**src/rtl/mult_pkg.sv**
```systemverilog
// Shared types and helpers for the sequential shift-add multiplier.
package mult_pkg;

    typedef enum logic [1:0] {
        StIdle,
        StRun,
        StDone
    } state_e;

    // Counter width able to hold the values 0..n inclusive.
    function automatic int unsigned cnt_w(input int unsigned n);
        return $clog2(n + 1);
    endfunction

endpackage

```
**src/rtl/mult_mnbit_seq_if.sv**
```systemverilog
// Start/done handshake and operand/result bus of the sequential multiplier.
interface mult_mnbit_seq_if #(
    parameter int unsigned M = 4,
    parameter int unsigned N = 4
);

    logic             start;
    logic             acc_en;
    logic [M-1:0]     a;
    logic [N-1:0]     b;
    logic             busy;
    logic             done;
    logic [M+N-1:0]   p;
    logic             ovf;

    modport master (
        output start, acc_en, a, b,
        input  busy, done, p, ovf
    );

    modport slave (
        input  start, acc_en, a, b,
        output busy, done, p, ovf
    );

endinterface

```
**src/rtl/rca_nbit.sv**
```systemverilog
// N-bit ripple-carry adder; the carry is rippled inside one comb block.
module rca_nbit #(
    parameter int unsigned N = 4
) (
    input  logic [N-1:0] a_i,
    input  logic [N-1:0] b_i,
    input  logic         cin_i,
    output logic [N-1:0] sum_o,
    output logic         cout_o
);

    logic carry;

    always_comb begin
        carry = cin_i;
        sum_o = '0;
        for (int i = 0; i < int'(N); i++) begin
            sum_o[i] = a_i[i] ^ b_i[i] ^ carry;
            carry    = (a_i[i] & b_i[i]) | (carry & (a_i[i] ^ b_i[i]));
        end
        cout_o = carry;
    end

endmodule

```
**src/rtl/mult_mnbit_seq.sv**
```systemverilog
// Sequential MxN unsigned shift-add multiplier, one multiplier bit per clock,
// with optional accumulate into the result register.
module mult_mnbit_seq
    import mult_pkg::*;
#(
    parameter int unsigned M = 4,
    parameter int unsigned N = 4
) (
    input  logic             clk,
    input  logic             rst,
    mult_mnbit_seq_if.slave  bus
);

    localparam int unsigned CW = cnt_w(N);
    localparam int unsigned W  = M + N;
    localparam logic [CW-1:0] CntLast = CW'(N - 1);

    state_e         state_q, state_d;
    logic [M-1:0]   mcand_q, mcand_d;
    logic           c_q, c_d;
    logic [M-1:0]   hi_q, hi_d;
    logic [N-1:0]   lo_q, lo_d;
    logic           acc_q, acc_d;
    logic [CW-1:0]  cnt_q, cnt_d;
    logic [W-1:0]   p_q, p_d;
    logic           ovf_q, ovf_d;
    logic           busy_q, busy_d;
    logic           done_q, done_d;

    logic [M-1:0]   pp_sum;
    logic           pp_co;
    logic [W-1:0]   acc_sum;
    logic           acc_co;
    logic           c_n;
    logic [M-1:0]   hi_n;

    rca_nbit #(.N(M)) u_pp_add (
        .a_i    (hi_q),
        .b_i    (mcand_q),
        .cin_i  (1'b0),
        .sum_o  (pp_sum),
        .cout_o (pp_co)
    );

    rca_nbit #(.N(W)) u_acc_add (
        .a_i    (p_q),
        .b_i    ({hi_q, lo_q}),
        .cin_i  (1'b0),
        .sum_o  (acc_sum),
        .cout_o (acc_co)
    );

    always_ff @(posedge clk or posedge rst) begin
        if (rst) begin
            state_q <= StIdle;
        end else begin
            state_q <= state_d;
        end
    end

    always_comb begin
        state_d = state_q;
        unique case (state_q)
            StIdle:  if (bus.start) state_d = StRun;
            StRun:   if (cnt_q == CntLast) state_d = StDone;
            StDone:  state_d = StIdle;
            default: state_d = StIdle;
        endcase
    end

    always_comb begin
        mcand_d = mcand_q;
        c_d     = c_q;
        hi_d    = hi_q;
        lo_d    = lo_q;
        acc_d   = acc_q;
        cnt_d   = cnt_q;
        p_d     = p_q;
        ovf_d   = ovf_q;
        done_d  = 1'b0;
        c_n     = c_q;
        hi_n    = hi_q;
        busy_d  = (state_d != StIdle);
        unique case (state_q)
            StIdle: begin
                if (bus.start) begin
                    mcand_d = bus.a;
                    c_d     = 1'b0;
                    hi_d    = '0;
                    lo_d    = bus.b;
                    acc_d   = bus.acc_en;
                    cnt_d   = '0;
                end
            end
            StRun: begin
                // Conditionally add the multiplicand, then shift {c, hi, lo} right.
                if (lo_q[0]) begin
                    c_n  = pp_co;
                    hi_n = pp_sum;
                end
                c_d   = 1'b0;
                hi_d  = {c_n, hi_n[M-1:1]};
                lo_d  = {hi_n[0], lo_q[N-1:1]};
                cnt_d = cnt_q + 1'b1;
            end
            StDone: begin
                p_d    = acc_q ? acc_sum : {hi_q, lo_q};
                ovf_d  = acc_q & acc_co;
                done_d = 1'b1;
            end
            default: ;
        endcase
    end

    always_ff @(posedge clk or posedge rst) begin
        if (rst) begin
            mcand_q <= '0;
            c_q     <= 1'b0;
            hi_q    <= '0;
            lo_q    <= '0;
            acc_q   <= 1'b0;
            cnt_q   <= '0;
            p_q     <= '0;
            ovf_q   <= 1'b0;
            busy_q  <= 1'b0;
            done_q  <= 1'b0;
        end else begin
            mcand_q <= mcand_d;
            c_q     <= c_d;
            hi_q    <= hi_d;
            lo_q    <= lo_d;
            acc_q   <= acc_d;
            cnt_q   <= cnt_d;
            p_q     <= p_d;
            ovf_q   <= ovf_d;
            busy_q  <= busy_d;
            done_q  <= done_d;
        end
    end

    assign bus.busy = busy_q;
    assign bus.done = done_q;
    assign bus.p    = p_q;
    assign bus.ovf  = ovf_q;

endmodule

```
**src/flat_wrapper.sv**
```systemverilog
// flat-port wrapper written by rule: the top's interface ports become plain ports
module mult_mnbit_seq_flat import mult_pkg::*;
#(
    parameter int unsigned M = 4,
    parameter int unsigned N = 4
)
  (clk, rst, bus_start, bus_acc_en, bus_a, bus_b, bus_busy, bus_done, bus_p, bus_ovf);
  mult_mnbit_seq_if #(.M(M), .N(N)) bus_i ();
  input  logic clk;
  input  logic rst;
  input wire logic [$bits(bus_i.start)-1:0] bus_start;
  input wire logic [$bits(bus_i.acc_en)-1:0] bus_acc_en;
  input wire logic [$bits(bus_i.a)-1:0] bus_a;
  input wire logic [$bits(bus_i.b)-1:0] bus_b;
  output wire logic [$bits(bus_i.busy)-1:0] bus_busy;
  output wire logic [$bits(bus_i.done)-1:0] bus_done;
  output wire logic [$bits(bus_i.p)-1:0] bus_p;
  output wire logic [$bits(bus_i.ovf)-1:0] bus_ovf;
  assign bus_i.start = bus_start;
  assign bus_i.acc_en = bus_acc_en;
  assign bus_i.a = bus_a;
  assign bus_i.b = bus_b;
  assign bus_busy = bus_i.busy;
  assign bus_done = bus_i.done;
  assign bus_p = bus_i.p;
  assign bus_ovf = bus_i.ovf;
  mult_mnbit_seq #(.M(M), .N(N)) u_core (.clk(clk), .rst(rst), .bus(bus_i));
endmodule
```
**config.mk**
```make
export PLATFORM = sky130hd
export DESIGN_NAME = mult_mnbit_seq_flat
export DESIGN_NICKNAME = d
export VERILOG_FILES = /design/src/rtl/mult_pkg.sv /design/src/rtl/mult_mnbit_seq_if.sv /design/src/rtl/rca_nbit.sv /design/src/rtl/mult_mnbit_seq.sv /design/src/flat_wrapper.sv
export SDC_FILE = /design/constraint.sdc
export NUM_CORES = 1
export LEC_CHECK = 0
export BUFFER_PORTS_ARGS = -buffer_cell sky130_fd_sc_hd__clkbuf_2
export CAP_MARGIN = 20
export CORE_UTILIZATION = 58
export CTS_BUF_LIST = sky130_fd_sc_hd__clkbuf_2 sky130_fd_sc_hd__clkbuf_4 sky130_fd_sc_hd__clkbuf_8
export DETAILED_ROUTE_END_ITERATION = 10
export GPL_ROUTABILITY_DRIVEN = 0
export MAX_ROUTING_LAYER = met4
export PLACE_DENSITY = 0.77
export SETUP_SLACK_MARGIN = 0.5
export SYNTH_ARGS = -nofsm -noshare
export SYNTH_HDL_FRONTEND = slang
export SYNTH_SLANG_ARGS = --single-unit
```
**constraint.sdc**
```tcl
create_clock -name clk -period 3.4 [get_ports clk]
set_input_delay 0.34 -clock clk [delete_from_list [all_inputs] [get_ports clk]]
set_output_delay 0.34 -clock clk [all_outputs]
set_load 0.01 [all_outputs]
```
==> results of run 1 <==
==> through the flow <==
step           util [%]  instances  cell area (sq um)  setup slack, ns  hold slack (ns)
2_1_floorplan         -        129               1570            0.404            0.418
3_5_place_dp       67.1        177               1680            0.271            0.488
6_report           71.8        188               1800            0.301            0.231
4_1_cts            70.1        186               1750            0.287            0.227
5_1_grt            71.8        188               1800            0.184            0.224
3_3_place_gp       67.1        177               1680            0.370            0.464
==> cell type report <==
type | instances | area share (%)
multi-input combinational | 79 | 41.4
clock buffer | 7 | 3.28
tap | 30 | 2.09
inverter | 16 | 3.34
sequential | 29 | 40.4
timing repair buffer | 27 | 9.48
==> cell families after synthesis <==
kind of cell             Yosys count
multiplexers                      15
flip-flops                        29
buffers and inverters             21
adder cells (fa/ha/maj)           14
AO/OA/AOI/OAI                     28
AND/OR/NAND/NOR                   22
==> worst max-delay path, cell delays in order, from the launching register on <==
cell	delay [ns]
dfrtp_1	0.41
ha_2	0.19
fa_2	0.34
fa_2	0.35
inv_2	0.07
fa_2	0.20
fa_2	0.19
fa_2	0.19
inv_2	0.04
fa_2	0.33
fa_2	0.52
mux2i_1	0.06
o21ai_1	0.13
==> layer usage <==
layer	vias to the layer above	share of wire (%)
met5	-	0
met4	0	2.6
met3	7	4.7
met2	25	49
met1	474	44
li1	488	-
==> final timing paths <==
kind	end	slack (ns)	start
max	u_core.bus.p[7]$_DFFE_PP0P_	0.30	u_core.lo_q[0]$_DFFE_PP0P_
min	u_core.mcand_q[2]$_DFFE_PP0P_	0.23	bus_a[2]
max in group asynchronous	u_core.mcand_q[0]$_DFFE_PP0P_	2.54	rst
min in group asynchronous	u_core.cnt_q[1]$_DFFE_PP0P_	0.46	rst
max reg2reg	u_core.bus.p[7]$_DFFE_PP0P_	0.30	u_core.lo_q[0]$_DFFE_PP0P_
min reg2reg	u_core.bus.ovf$_DFFE_PP0P_	0.50	u_core.bus.ovf$_DFFE_PP0P_
==> registers in the layout, indices dropped and copies added (netlist names) <==
register,count
u_core.cnt_q,3
u_core.bus.p,8
u_core.mcand_q,4
u_core.state_q,2
u_core.lo_q,4
u_core.bus.done,1
u_core.bus.busy,1
u_core.bus.ovf,1
u_core.hi_q,4
u_core.acc_q,1
==> synthesized netlist by cell type (all sizes together) (2+ instances only) <==
cell type,n
nand2,16
nand2b,2
mux2i,7
o22ai,5
mux2,8
o21ai,14
a22oi,3
inv,16
ha,4
dfrtp,29
and2b,2
buf,5
fa,10
o21bai,2
==> timing repair <==
action                                  in CTS  in global routing
hold endpoints to repair                     0                  4
endpoints found under the setup margin       3                  3
pin swaps                                    0                  2
resized for setup                            1                  4
setup buffers                                2                  0
hold buffers                                 0                  1
==> where the power goes <==
part / internal [mW] / total [mW] / switching [mW]
clock network: 0.105 / 0.222 / 0.116
logic: 0.371 / 0.708 / 0.337
registers: 0.485 / 0.637 / 0.152
total: 0.962 / 1.57 / 0.605
==> results.ini, run 1 <==
[floorplan]
core_area_sq_um=2500
die-height_um=53.8
die_area_sq_um=2900
io_pins=23
rows=18
dieWidth_um=53.8
start_util_pct=62.4

[yosys]
synth.largest_area_cell=dfrtp_1
syn-cell-area_sq_um=1560
synth_compound_area_share_pct=11.8
synth-edff-count=0
ys_seq_elements=29
yosysUniqueCellTypes=25
ys_top_cells_by_area=dfrtp_1, fa_1, mux2_4
synth_mux_area_share_pct=11.5
ys_seq_area_share_pct=46.5
syn-mean-instance-area_sq_um=12.1
synthFlopType=dfrtp_1
async_flop_share_pct=100
synthSimpleGateAreaFrac_pct=7.06
synth_top_family_by_area=adder cells
synth_fp_nets=155
synth_top_area_share_pct=46.5
synth_cells=129
synth_xor_area_share_pct=0
yosysWarnings=0
synthAdderAreaFrac_pct=16.1

[timing]
tightest_slew_ns=0.582
rsz0062_at_grt=true
min_period_ns=3.10
timing.fmax_mhz=323
slew_headroom_pct=61.2
setup_viol=0
fin_tns_setup_ns=0
maxSlewViolCount=0
fin_skew_ns=0.00457
post-route-period-util_pct=91.1
hold_viol=0

[place]
hpwl_um=1970
port_buffers=22

[clock_network]
cts_buffer_depth=2
cts_buffers=5
cts_tree=built
htree_num_levels=2
insertion_delay_ns=0.33
cts.sinks=29
clkTransAtPathRegs_ns=0.09
cts-root-buf=clkbuf_4

[grt]
grt_max_degree=30
grt_pass1_vias=988
grt_pass1_wl_um=4530
gr-total-overflow=0
antenna_found_initial=0
use_met1_pct=27.9
gr-usage-met2_pct=36.6
grt_usage_pct=24.1
grt.busiest_layer=met2
use_met3_pct=9.60

[power_and_ir_drop]
p_per_area_nw_per_um2=873
p_leak_nw=0.873
power_mw=1.57
ir_drop_v=0.000579

[final_layout]
syn2layout_area_growth_pct=15.2
fin_nets=184
multiInputGateArea_sq_um=743
mostFrequentLayoutCell=dfrtp_1
n_antenna_cell=0
layout_common_cells=dfrtp_1, clkbuf_2, nand2_1, inv_1, o21ai_0
fillers=184
drive_gt1_share_pct=34.2
seq_area_sq_um=726

[worst_hold_path]
hold_class=primary input to flop
hold_depth=2

[detailed_routing]
drc=0
vias_per_cell=5.29
drt-initial-drc-count=12
vias=994
drt-pass1-iter-count=4
routedWlPerCell_um=14.5
finalWirelength_um=2730
ant_nets=0

[critical_path]
reg2reg_depth=12
worstPathRequired_ns=3.66
cp_max_fo=2
cp-start-kind=flop
end_kind=flop
critical_path_class=flop to flop
arrival_ns=3.35

[run_status]
status=completed

[job]
cap_violations=0

Power figures use the tool's default switching activity.
==> inputs of run 2 (changes only) <==
Settings changed: ABC_AREA set to 1.
==> results.ini, run 2 <==
[critical_path]
slowest_stage=fa_1
arrival_ns=3.32
cpMostUsedCell=fa_2
end_kind=flop
timing.rr.end=u_core.bus.p[7]$_DFFE_PP0P_
cp-start-kind=flop
reg2reg_depth=12
r2r-start=u_core.lo_q[0]$_DFFE_PP0P_
path_cells=ha_2 > fa_2 > fa_2 > inv_2 > fa_2 > fa_2 > fa_1 > inv_2 > fa_2 > fa_1 > nand2_1 > a31oi_1
r2r_slack_ns=0.34
slowest_delay_ns=0.48
critical_path_class=flop to flop
cp_max_fo=2
worstPathRequired_ns=3.66

[timing]
maxSlewViolCount=0
timing.fmax_mhz=327
setup_viol=0
slew_headroom_pct=55.3
fin_skew_ns=0.00766
tightest_slew_ns=0.670
hold_viol=0
min_period_ns=3.06
fin_tns_setup_ns=0
rsz0062_at_grt=true
post-route-period-util_pct=90.0

[clock_network]
cts.sinks=29
hold_buffers=0
cts-root-buf=clkbuf_4
cts_tree=built
clkTransAtPathRegs_ns=0.09
insertion_delay_ns=0.33
cts_buffers=5
htree_num_levels=2
cts_buffer_depth=2

[grt]
gr-total-overflow=0
grt_usage_pct=25.5
antenna_found_initial=0
grt_max_degree=30
grt_pass1_vias=1140
grt_pass1_wl_um=4780

[worst_hold_path]
hold_class=primary input to asynchronous set/reset pin

[detailed_routing]
drc=0
vias=1175
finalWirelength_um=2870
vias_per_cell=5.44
ant_nets=0
routedWlPerCell_um=13.3
drt-pass1-iter-count=4
drt-initial-drc-count=24

[final_layout]
drive_gt1_share_pct=26.3
finish.utilization_pct=70.1
largest_register_ffs=8
fin_nets=212
mostFrequentLayoutCell=nand2_1
syn2layout_area_growth_pct=14.1
layout_common_cells=nand2_1, dfrtp_1, clkbuf_2, inv_1, o21ai_0
n_antenna_cell=0
multiInputGateArea_sq_um=689
seq_area_sq_um=727
fillers=201

[place]
port_buffers=22
hpwl_um=2060

[yosys]
post-synth-top-count-cell=nand2_1
ys_seq_area_share_pct=47.7
ys_top_cells_by_area=dfrtp_1, fa_1, nand2_1
synth.largest_area_cell=dfrtp_1
netlist_top_cells_count=nand2_1, dfrtp_1, inv_1, o21ai_0
synth_top_area_share_pct=47.7
yosysUniqueCellTypes=22
synth_cells=158
synth_fp_nets=184
async_flop_share_pct=100
synth-edff-count=0
syn-mean-instance-area_sq_um=9.63
ys_seq_elements=29
yosysWarnings=0
syn-cell-area_sq_um=1520
synthFlopType=dfrtp_1

[run_status]
status=completed

[floorplan]
start_util_pct=61.4
die_area_sq_um=2830
io_pins=23
rows=18
dieWidth_um=53.2
die-height_um=53.2
core_area_sq_um=2480

[power_and_ir_drop]
power_mw=1.77
p_leak_nw=0.863
p_per_area_nw_per_um2=1020
ir_drop_v=0.000649

[job]
cap_violations=0

run 2: cell types whose count changed after synthesis, sizes merged, moves of 3 or more:
cell	before	now
o211ai	0	6
o22ai	5	1
mux2i	7	0
a22oi	3	0
mux2	8	0
a31oi	0	5
nor2	0	12
inv	16	21
nand3	0	3
nand2	16	43
run 2: cell families after synthesis:
logic type / synth area share, %
AND/OR/NAND/NOR: 16.9
flip-flops: 47.7
AO/OA/AOI/OAI: 10.9
buffers and inverters: 7.98
adder cells (fa/ha/maj): 16.4
run 2: final cells by class:
class | instances | share of cell area [%]
Inverter | 22 | 4.83
Clock buffer | 7 | 3.39
Tap cell | 30 | 2.16
Timing Repair Buffer | 25 | 8.07
Sequential cell | 29 | 41.9
Multi-Input combinational cell | 103 | 39.7
run 2: power by group:
| group | leakage, nW | switching, mW | internal (mW) |
|---|---|---|---|
| registers | 0.350 | 0.160 | 0.507 |
| logic | 0.478 | 0.509 | 0.371 |
| clock network | 0.0348 | 0.114 | 0.105 |
run 2: per-layer routing:
metal  share of wire (%)  track usage (%)  up-vias  wire length [um]
met5                   0                -        -                 0
met4                 1.9             11.4        0                54
met3                 5.5             6.90        7               157
met2                  49             41.5       45              1410
met1                  43             29.3      563              1250
li1                    -                -      560                 -
run 2: repair_timing:
| action | in CTS | in global routing |
|---|---|---|
| gates resized for setup | 1 | 1 |
| setup buffers | 1 | 1 |
| endpoints found under the setup margin | 3 | 3 |
run 2: worst max path at each step:
stage	start	end	slack [ns]	cells past startpoint
after floorplan	u_core.lo_q[0]$_DFFE_PP0P_	u_core.bus.p[7]$_DFFE_PP0P_	0.43	12
after global placement	u_core.lo_q[0]$_DFFE_PP0P_	u_core.bus.p[7]$_DFFE_PP0P_	0.33	12
after detailed placement	u_core.lo_q[0]$_DFFE_PP0P_	u_core.bus.p[7]$_DFFE_PP0P_	0.24	12
after CTS	u_core.lo_q[0]$_DFFE_PP0P_	u_core.bus.p[7]$_DFFE_PP0P_	0.35	12
after global routing	u_core.lo_q[0]$_DFFE_PP0P_	u_core.bus.p[7]$_DFFE_PP0P_	0.25	12
final	u_core.lo_q[0]$_DFFE_PP0P_	u_core.bus.p[7]$_DFFE_PP0P_	0.34	12
run 2: through the flow:
step	instance area, sq um	std cells	setup slack (ns)	hold WS [ns]
2_1_floorplan	1540	158	0.432	0.401
3_3_place_gp	1650	206	0.329	0.412
3_5_place_dp	1650	206	0.244	0.416
4_1_cts	1710	214	0.355	0.211
5_1_grt	1740	216	0.246	0.134
6_report	1740	216	0.339	0.0808
run 2: worst max-delay path: cells and delay by family (launching register included):
kind                     cells  cell delay [ns]
AND/OR/NAND/NOR              1             0.05
AO/OA/AOI/OAI                1             0.14
flip-flops                   1             0.42
adder cells (fa/ha/maj)      8             2.29
buffers and inverters        2             0.10
